--- src/rtl/mdu_iter.sv ---
// mdu_iter: iterative RV32M multiply/divide unit for the EX stage.
// Shift-add multiply and restoring divide, UNROLL bits per cycle, with pipeline stall and flush.
module mdu_iter #(
   parameter int XLEN   = 32,
   parameter int UNROLL = 1
) (
   input  logic            clk,
   input  logic            rst,
   input  logic            start,
   input  logic [2:0]      op,
   input  logic [XLEN-1:0] a,
   input  logic [XLEN-1:0] b,
   input  logic [4:0]      rd_in,
   input  logic            flush,
   output logic            stall,
   output logic            busy,
   output logic            done,
   output logic [XLEN-1:0] result,
   output logic [4:0]      rd_out
);
   localparam int N  = XLEN / UNROLL;
   localparam int CW = $clog2(N + 1);
   localparam logic [XLEN-1:0] MIN = {1'b1, {(XLEN-1){1'b0}}};
   typedef enum logic [1:0] {IDLE, CALC, DONE} state_t;
   state_t            state;
   logic [2:0]        op_q;
   logic [4:0]        rd_q;
   logic              neg_q;
   logic [XLEN-1:0]   m_q;
   logic [2*XLEN-1:0] acc;
   logic [CW-1:0]     count;
   logic              sa, sb, neg, div_zero, div_ovf;
   logic [XLEN-1:0]   ma, mb, special, q, r, fin;
   logic [2*XLEN-1:0] nxt, prod;
   logic [XLEN:0]     t, diff;
   // MUL needs no sign handling: the low word is identical for signed and unsigned operands
   always_comb begin
      sa       = a[XLEN-1] & (op[2] ? ~op[0] : op[1] ^ op[0]);
      sb       = b[XLEN-1] & (op[2] ? ~op[0] : op[1:0] == 2'b01);
      ma       = sa ? -a : a;
      mb       = sb ? -b : b;
      neg      = (op[2] & op[1]) ? sa : sa ^ sb;
      div_zero = op[2] & (b == '0);
      div_ovf  = op[2] & ~op[0] & (a == MIN) & (b == '1);
      special  = div_zero ? (op[1] ? a : '1) : (op[1] ? '0 : a);
   end
   // acc holds {partial, multiplier} for multiply and {remainder, dividend/quotient} for divide
   always_comb begin
      nxt  = acc;
      t    = '0;
      diff = '0;
      for (int i = 0; i < UNROLL; i++) begin
         if (op_q[2]) begin
            t    = nxt[2*XLEN-1:XLEN-1];
            diff = t - {1'b0, m_q};
            nxt  = diff[XLEN] ? {t[XLEN-1:0], nxt[XLEN-2:0], 1'b0} : {diff[XLEN-1:0], nxt[XLEN-2:0], 1'b1};
         end else begin
            t   = {1'b0, nxt[2*XLEN-1:XLEN]} + (nxt[0] ? {1'b0, m_q} : '0);
            nxt = {t, nxt[XLEN-1:1]};
         end
      end
      prod = neg_q ? -nxt : nxt;
      q    = neg_q ? -nxt[XLEN-1:0] : nxt[XLEN-1:0];
      r    = neg_q ? -nxt[2*XLEN-1:XLEN] : nxt[2*XLEN-1:XLEN];
      fin  = op_q[2] ? (op_q[1] ? r : q) : (op_q[1:0] == 2'b00 ? prod[XLEN-1:0] : prod[2*XLEN-1:XLEN]);
   end
   always_ff @(posedge clk or negedge rst) begin
      if (!rst) begin
         state  <= IDLE;
         op_q   <= '0;
         rd_q   <= '0;
         neg_q  <= 1'b0;
         m_q    <= '0;
         acc    <= '0;
         count  <= '0;
         result <= '0;
         rd_out <= '0;
      end else if (flush) begin
         state <= IDLE;
      end else begin
         case (state)
            IDLE: if (start) begin
               op_q  <= op;
               rd_q  <= rd_in;
               neg_q <= neg;
               m_q   <= op[2] ? mb : ma;
               acc   <= {{XLEN{1'b0}}, op[2] ? ma : mb};
               count <= CW'(N);
               if (div_zero | div_ovf) begin
                  result <= special;
                  rd_out <= rd_in;
                  state  <= DONE;
               end else begin
                  state <= CALC;
               end
            end
            CALC: begin
               acc   <= nxt;
               count <= count - CW'(1);
               if (count == CW'(1)) begin
                  result <= fin;
                  rd_out <= rd_q;
                  state  <= DONE;
               end
            end
            default: state <= IDLE;
         endcase
      end
   end
   assign busy  = state == CALC;
   assign done  = state == DONE;
   assign stall = (state == IDLE & start & ~flush) | busy;
endmodule

--- config.mk ---
export PLATFORM = sky130hd
export DESIGN_NAME = mdu_iter
export DESIGN_NICKNAME = d
export VERILOG_FILES = /design/src/rtl/mdu_iter.sv
export SDC_FILE = /design/constraint.sdc
export NUM_CORES = 1
export LEC_CHECK = 0
export BUFFER_PORTS_ARGS = -buffer_cell sky130_fd_sc_hd__buf_2
export CORE_MARGIN = 3
export CORE_UTILIZATION = 35
export CTS_BUF_LIST = sky130_fd_sc_hd__clkbuf_2
export DETAILED_ROUTE_END_ITERATION = 16
export GPL_TIMING_DRIVEN = 0
export PLACE_DENSITY = 0.57
export SYNTH_ARGS = -nofsm -noshare
export SYNTH_HDL_FRONTEND = slang
export SYNTH_SLANG_ARGS = --single-unit
--- constraint.sdc ---
create_clock -name clk -period 6.1 [get_ports clk]
set_input_delay 1.22 -clock clk [delete_from_list [all_inputs] [get_ports clk]]
set_output_delay 1.22 -clock clk [all_outputs]
set_load 0.02 [all_outputs]
Word-level counts from Yosys, hierarchy flattened:

Index checks and enable logic that the tools add are counted.
W data, S select, Z words.

* register bits after elaboration: 150
* bits of input ports: 76

* reduce and logical (&&, ||, !) cells: 8
* bitwise logic cells: 15
* equality and inequality tests: 11
* add/sub/neg operators: 8
* mux-type cells: 36

Operator list (number)
* $mux W32: 16
* $mux W64: 4
* $neg A32 Y32: 4
* $pmux W64 S2: 1
* $eq A32 B32 Y1 const B: 2
* $neg A64 Y64: 1
* $pmux W32 S2: 1
* $add A32 B32 Y33: 1
* $sub A33 B32 Y33: 1
* $logic_not A32 Y1: 1
* $mux W5: 3
* $pmux W6 S2: 1
* $pmux W5 S2: 1
* $and A1 B1 Y1: 9
* $mux W2: 4
* $eq A6 B1 Y1 const B: 1
* $mux W6: 1
* $reduce_and A3 Y1: 2
* $sub A6 B1 Y6 const B: 1
* $reduce_and A5 Y1: 1
* $eq A2 B1 Y1 const B: 2
* $logic_not A2 Y1: 2
* $ne A2 B2 Y1 const B: 2
* $pmux W2 S2: 1
* other kinds (10): 15

Logic depth before layout (Yosys ltp):

Gate-level depths: netlist of the first run.

* depth in word-level cells: 9
* gate-level depth with buffers: 24

Worst setup path before layout of the first run:

No wires, ideal clock.

* path type: flip-flop to flip-flop
* start point: register m_q[0]
* end point: register result[30]
* data required time: 5973 ps
* stages on the path, launching flop included: 22
* buffers on the path: 0
* setup slack: 816 ps
* arrival time: 5158 ps
* cells stage by stage: dfrtp_1 > ha_1 > fa_1 > nand2b_1 > a21oi_1 > o21ai_1 > a211o_1 > a21oi_4 > or3_1 > a31oi_1 > inv_1 > ha_1 > nand2_1 > or3_1 > nor3_1 > o32ai_2 > a2111oi_4 > nand4_1 > or4_4 > or4_1 > a21oi_1 > o31ai_1

* word-level cells in the longest chain between the ends: 9

Ends and longest elaborated chain
* start, declared: line 29 `logic [XLEN-1:0] m_q;`
* start signal, assigned: line 86 `m_q <= op[2] ? mb : ma;`
* $sub A33 B32 Y33 or $mux W32 (tied branches): line 55, 58
* $mux W64 or $add A32 B32 Y33 (tied branches): line 56, 58
* $mux W64 (*): line 53 `if (op_q[2]) begin`
* $neg A64 Y64, or another cell as far along: line 62 `prod = neg_q ? -nxt : nxt;`
* $mux W64, or another cell as far along: line 62
* $mux W32: line 65 `fin = op_q[2] ? (op_q[1] ? r : q) : (op_q[1:0] == 2'b00 ? prod[XLEN-1:0] : prod[2*XLEN-1:XLEN]);`
* $mux W32 (*): line 65
* $mux W32 (*): line 100 `if (count == CW'(1)) begin`
* $pmux W32 S2 (*): line 81 `case (state)`
* end signal, assigned: line 90 `result <= special;`
* end signal, assigned: line 101 `result <= fin;`
* end, declared: line 18 `output logic [XLEN-1:0] result,`

Every way passes the cells marked *; elsewhere a longest branch is shown, timed or not. The select of a mux whose other input is x is not followed.
A chain may end at the register's enable or synchronous reset.

Worst setup path in the final report of the first run:

* start point: register op_q[2]
* end point: register result[7]

* word-level cells in the longest chain between the ends: 7

Ends and longest elaborated chain
* start, declared: line 26 `logic [2:0] op_q;`
* start signal, assigned: line 83 `op_q <= op;`
* $mux W64: line 53
* $neg A64 Y64, or another cell as far along: line 62
* $mux W64, or another cell as far along: line 62
* $mux W32: line 65
* $mux W32 (*): line 65
* $mux W32 (*): line 100
* $pmux W32 S2 (*): line 81

Marked as above.

==> metrics, run 1 <==
routability cong. 1.038; Post-DP HPWL 70.41 mm; Root Buffer clkbuf_2; Mapped Cells 2323; CTS tree yes; reg2reg path depth 13; Hold Path Cell Cnt 2; Worst Hold Launch flush; clock skew 0.05681 ns; Slew HR 22.83%; Max Transition Viols Final 0; die height 225.9 µm; WS Path Type reg -> reg; status completed; io pins 116; Clock Tree Buf Depth 2; Fin. Hold Viols 0; initial core utilization 35.89%; initial antenna violation count 4; Net Sw Frac 59.45%; post-synth net total 2473; Place WS -0.7562 ns; nets 2642; actual slew at the worst max-slew pin 1.153 ns; maxcap violations 0; Placed Cells 3047; final non-filler cell total 3120; Synth Flop Type dfrtp_1; Comb pwr share 72.7%; top cell type's share of synthesized area 22.18%; Global Route Usage Sum 33.97%; Synth Cell Area 16920 µm²; max frequency 164.7 MHz; worst setup path startpoint op_q[2]; Routed Antenna Nets 0; worst hold path class in -> reg; Max VDD drop 0.1804 mV; CTS H-Tree Depth 4; reg-to-reg startpoint op_q[2]; ratio of cells with drive above 1 in the final layout 12.26%; endpoint type of the worst setup path flop; Flop pwr share 19.4%; Pleak 0.007855 µW; I/O Buffers 115; warnings from Yosys 0; die footprint 51020 µm²; number of synthesized register bits 150; WL/cell 28.01 µm; clock network fraction of total power 8.0%; Syn Area/Cell 7.284 µm²; first-pass GRT wire length 126.8 mm; largest net degree at the start of global routing 89; area leader, netlist dfrtp_1; final setup violation count 0; crit start category flop; Clock Latency Late Sink 1.19 ns; count leader, synth nand2_1; clock sinks 150; Avg Vias per Cell 6.279; CP Max Fanout 10; sequential area share after synthesis 22.18%; largest cells by area after synthesis dfrtp_1, o21ai_0, nand2_1; Clk pin slew, worst setup/hold paths 0.28 ns; CP arrival 7.15 ns; vias in the first global route 18783; Yosys cell types 107; number of DRC markers in iteration 0 1889; final worst slack 0.02811 ns; chip width 225.9 µm; global route overflow 0; EDFF count, synth 0; cell-internal power 3531 µW; DRC viols 0; Rows 79; synth cell count leaders nand2_1, o21ai_0, nor2_1; Routed WL 87.38 mm; routed via count 19591; fin crit share 99.54%; switching pwr 5177 µW; Period minus WS final 6.072 ns; number of CTS-inserted buffers 17; asr flop ratio synth 100.0%; pwr dens 458.1 nW/µm²; core area 47150 µm²; drt pass-1 iters 6; synthesis-to-finish area growth 12.34%; Critical Path RT 7.17 ns
[critical path, stage by stage, from the launching register on]
cell	delay, ns
dfrtp_1	0.38
buf_2	0.21
buf_2	0.35
buf_2	0.40
buf_4	0.36
buf_2	0.47
buf_2	0.37
clkbuf_2	0.42
clkdlybuf4s15_2	0.62
clkbuf_2	0.59
clkbuf_1	0.68
nor2_1	0.35
a221oi_1	0.61
a21oi_1	0.14
[sequential cells by signal (all words and copies together) (netlist names)]
signal  count
op_q        3
rd_q        5
count       6
neg_q       1
m_q        32
acc        64
rd_out      5
result     32
state       2
[logic make-up after synthesis]
logic type / Yosys count / share of synthesized area (%)
simple gates: 855 / 24.06
compound gates: 803 / 30.89
buf+inv: 218 / 5.154
xor+xnor: 162 / 8.386
flops: 150 / 22.18
fa+ha+maj: 76 / 5.679
mux: 59 / 3.646
[cell type report]
type,instances,area [µm²]
fill,4957,28140
multi-input combinational,1955,12460
sequential,150,3766
timing repair buffer,150,868.3
tap,607,759.5
buffer,139,601.8
inverter,79,296.5
clock inverter,15,155.1
clock buffer,17,85.08
antenna,8,20.02
[routing by layer]
layer / vias up / GRT usage [%] / routed length [µm]
li1: 8820 / - / -
met1: 9432 / 42.53 / 34650
met2: 1091 / 55.33 / 39840
met3: 246 / 7.240 / 7616
met4: 2 / 17.16 / 5262
met5: - / 0 / 12
[worst paths after layout]
check,slack (ns),end
min in group asynchronous,0.52,m_q[24]
max in group asynchronous,4.70,m_q[22]
max,0.03,result[7]
min,0.23,state[0]
max reg2reg,0.03,result[7]
min reg2reg,0.52,result[2]
[timing repair]
item | in CTS | in global routing
pin swaps | 5 | 9
buffers inserted | 4 | 27
hold buffers | 1 | 0
gates resized for setup | 19 | 46
setup endpoints to repair | 29 | 22
endpoints found under the hold margin | 24 | 0
[through the flow]
step                      power [µW]  setup TNS, ns  hold WS, ns  cell area, µm²  util [%]
after global routing            9184       -0.07899       0.2099           19000     40.29
after CTS                       8339              0       0.1807           18660     39.57
final                           8707              0       0.2276           19010     40.32
after detailed placement        7596         -10.35       0.4705           18300     38.81
after global placement          7562         -9.544       0.4615           18260     38.72
after floorplan                 5547              0       0.4454           16920         -
[power groups by stage]
stage	clock (µW)	sequential [µW]	combinational, µW
final	693	1680	6330
after global routing	724	1720	6740
after CTS	691	1670	5980
after detailed placement	0	1690	5900
after global placement	0	1680	5880
after floorplan	0	1680	3870
[cells in the final DEF, fill, tap and decap left out, types with 36 or more instances in the layout]
cell,synthesis,routed
a21oi_1,201,198
o31ai_1,42,42
ha_1,72,70
clkbuf_1,108,101
xnor2_1,80,80
buf_2,13,128
nand2_1,320,320
mux2i_1,47,47
nand3_1,37,36
nor2_1,208,208
inv_1,75,74
o21ai_0,246,242
dfrtp_1,150,140
xor2_1,82,82
nor3_1,45,44
and2_1,51,51
(Power assumes the default switching activity.)
==> run 2, diff against run 1 <==
--- a/config.mk
+++ b/config.mk
@@ -7,11 +7,11 @@
 export LEC_CHECK = 0
 export BUFFER_PORTS_ARGS = -buffer_cell sky130_fd_sc_hd__buf_2
 export CORE_MARGIN = 3
-export CORE_UTILIZATION = 35
+export CORE_UTILIZATION = 40
 export CTS_BUF_LIST = sky130_fd_sc_hd__clkbuf_2
 export DETAILED_ROUTE_END_ITERATION = 16
 export GPL_TIMING_DRIVEN = 0
-export PLACE_DENSITY = 0.57
+export PLACE_DENSITY = 0.63
 export SYNTH_ARGS = -nofsm -noshare
 export SYNTH_HDL_FRONTEND = slang
 export SYNTH_SLANG_ARGS = --single-unit
==> metrics, run 2 (same netlist as run 1, synthesis figures left out) <==
status finished, violations left; failing checks negative setup slack; io pins 116 (unchanged); number of CTS-inserted buffers 17 (unchanged); overall power 8817 µW (+1.3%); R2R Setup Slk -0.1 ns (-0.12 ns); Period minus WS final 6.196 ns (+0.1245 ns); worst hold path class in -> async; Critical Path RT 7.12 ns (-0.05 ns); Post-Layout Inst Area 18640 µm² (-1.9%); final setup violation count 4 (+4); crit start category flop; die height 211.7 µm (-6.3%); most common cell after layout, fill and taps aside nand2_1; CTS H-Tree Depth 4 (unchanged); initial core utilization 40.97% (+5.1 points); first-pass GRT wire length 123.4 mm (-2.7%); DRC viols 0 (unchanged); RR Endpoint result[20]; Max Transition Viols Final 0 (unchanged); Placed Cells 2971 (-2.5%); CTS tree yes; pwr dens 472.9 nW/µm² (+3.2%); number of DRC markers in iteration 0 2559 (+35%); largest net degree at the start of global routing 96 (+7.9%); Slew HR 16.81% (-6.0 points); CP Cell Sequence buf_2 -> buf_2 -> buf_2 -> buf_4 -> buf_2 -> buf_2 -> buf_1 -> clkdlybuf4s15_1 -> clkbuf_2 -> mux2i_1 -> xor2_1 -> nor3_1 -> a211oi_1 -> o21ai_0 -> a21oi_1; maxcap violations 0 (unchanged); slowest cell on the critical path clkdlybuf4s15_1; fin crit share 101.6% (+2.0 points); drt pass-1 iters 9 (+3); Global Route Usage Sum 37.76% (+3.8 points); Max VDD drop 0.2024 mV (+12%); Clock Tree Buf Depth 2 (unchanged); synthesis-to-finish area growth 10.18%; multi-input logic area 12380 µm² (-0.58%); Crit path top cell by count buf_2; actual slew at the worst max-slew pin 1.242 ns (+0.08901 ns); Routed Antenna Nets 0 (unchanged); initial antenna violation count 5 (+1); Fin. Hold Viols 0 (unchanged); ratio of cells with drive above 1 in the final layout 10.34% (-1.9 points); max FFs per register 64 (unchanged); CP arrival 7.21 ns (+0.06 ns); chip width 211.7 µm (-6.3%); core area 41290 µm² (-12%); max incr delay on CP 0.80 ns (+0.12 ns); nets 2615 (-1.0%); clock sinks 150 (unchanged); Avg Vias per Cell 6.577 (+4.7%); Post-DP HPWL 70.21 mm (-0.29%); vias in the first global route 18323 (-2.4%); WS Path Type reg -> reg; endpoint type of the worst setup path flop; Total Neg Setup Slack -0.2608 ns (-0.2608 ns); Pleak 0.007716 µW (-1.8%); WL/cell 28.65 µm (+2.3%); Largest regs acc: 64 flops, m_q: 32 flops, result: 32 flops; Clk pin slew, worst setup/hold paths 0.30 ns (+0.02 ns); Fillers 4352 (-12%); global route overflow 0 (unchanged); CP Max Fanout 10 (unchanged); Clock Latency Late Sink 1.12 ns (-0.07 ns); Top reg by flops acc; routability cong. 1.027 (-1.1%); die footprint 44800 µm² (-12%); Cell Area, Placed 18200 µm² (-0.52%); RSZ-0062 raised after global routing true; sequential standard cell area 3755 µm² (-0.30%); reg-to-reg startpoint op_q[2]; routed via count 19835 (+1.2%); reg2reg path depth 15 (+2); clock skew 0.07763 ns (+0.02082 ns); Root Buffer clkbuf_2; final non-filler cell total 3016 (-3.3%); Routed WL 86.41 mm (-1.1%); highest-count cells in the layout ignoring fill and taps nand2_1, o21ai_0, nor2_1, a21oi_1, dfrtp_1; final worst slack -0.09638 ns (-0.1245 ns); Rows 74 (-6.3%); I/O Buffers 115 (unchanged); max frequency 161.4 MHz (-2.0%)
[run 2: cell types whose count changed in the layout (fill, tap and decap cells not counted), moves of 3 or more]
cell       delta
buf_1         +3
buf_4        -24
bufinv_16     +3
clkbuf_1      +3
clkbuf_2      -5
dfrtp_1       +9
dfrtp_2       -9
inv_6         -4
inv_8         -5
o21ai_0       +3
o311ai_1      -3
[run 2: through the flow]
| stage | setup slack (ns) | hold WS (ns) | util [%] |
|---|---|---|---|
| floorplan | 0.8160 | 0.4454 | - |
| global placement | -1.241 | 0.4627 | 43.98 |
| detailed placement | -1.266 | 0.4642 | 44.08 |
| CTS | 0.007738 | 0.03976 | 44.89 |
| global route | -0.08639 | 0.1111 | 45.11 |
| finish | -0.09638 | 0.05743 | 45.14 |
[run 2: how the worst max path moves through the flow]
| stage | slack, ns | start | endpoint |
|---|---|---|---|
| after detailed placement | -1.27 | acc[31] | result[22] |
| after floorplan | 0.82 | m_q[0] | result[30] |
| after global placement | -1.24 | acc[31] | result[22] |
| after CTS | 0.008 | acc[31] | result[30] |
| after global routing | -0.09 | acc[31] | result[22] |
| final | -0.1 | op_q[2] | result[20] |
[run 2: worst max-delay path, delay by kind of cell, from the launching register on]
| family | cells | cell delay (ns) |
|---|---|---|
| xor+xnor | 1 | 0.48 |
| simple gates | 1 | 0.09 |
| buf+inv | 9 | 4.13 |
| compound gates | 3 | 0.67 |
| mux | 1 | 0.39 |
| flops | 1 | 0.37 |
[run 2: power breakdown]
part           internal (µW)  leakage, µW  switching (µW)
clock network            270     0.000160             445
logic                   1990      0.00565            4400
registers               1300      0.00191             408
total                   3560      0.00772            5260
[run 2: timing repair]
item	CTS	global route
hold buffers	0	0
setup endpoints to repair	17	14
pin swaps	2	2
setup buffers	2	5
resized for setup	13	15
[run 2: area by class of cell]
cell class	instances	share of cell area [%]
inverters	79	1.591
repair buffers	123	3.551
diodes	7	0.09397
clock buffers	18	0.4833
multi-input cells	1955	66.43
well taps	532	3.571
flip-flops and latches	150	20.14
clock inverters	13	0.9732
plain buffers	139	3.168
[run 2: metal layers]
metal | global-route usage, % | part of all wire (%) | vias up
met5 | 0 | 0.031 | -
met4 | 22.59 | 7.2 | 4
met3 | 7.054 | 9.3 | 319
met2 | 59.18 | 44 | 1251
met1 | 48.52 | 40 | 9486
li1 | - | - | 8775
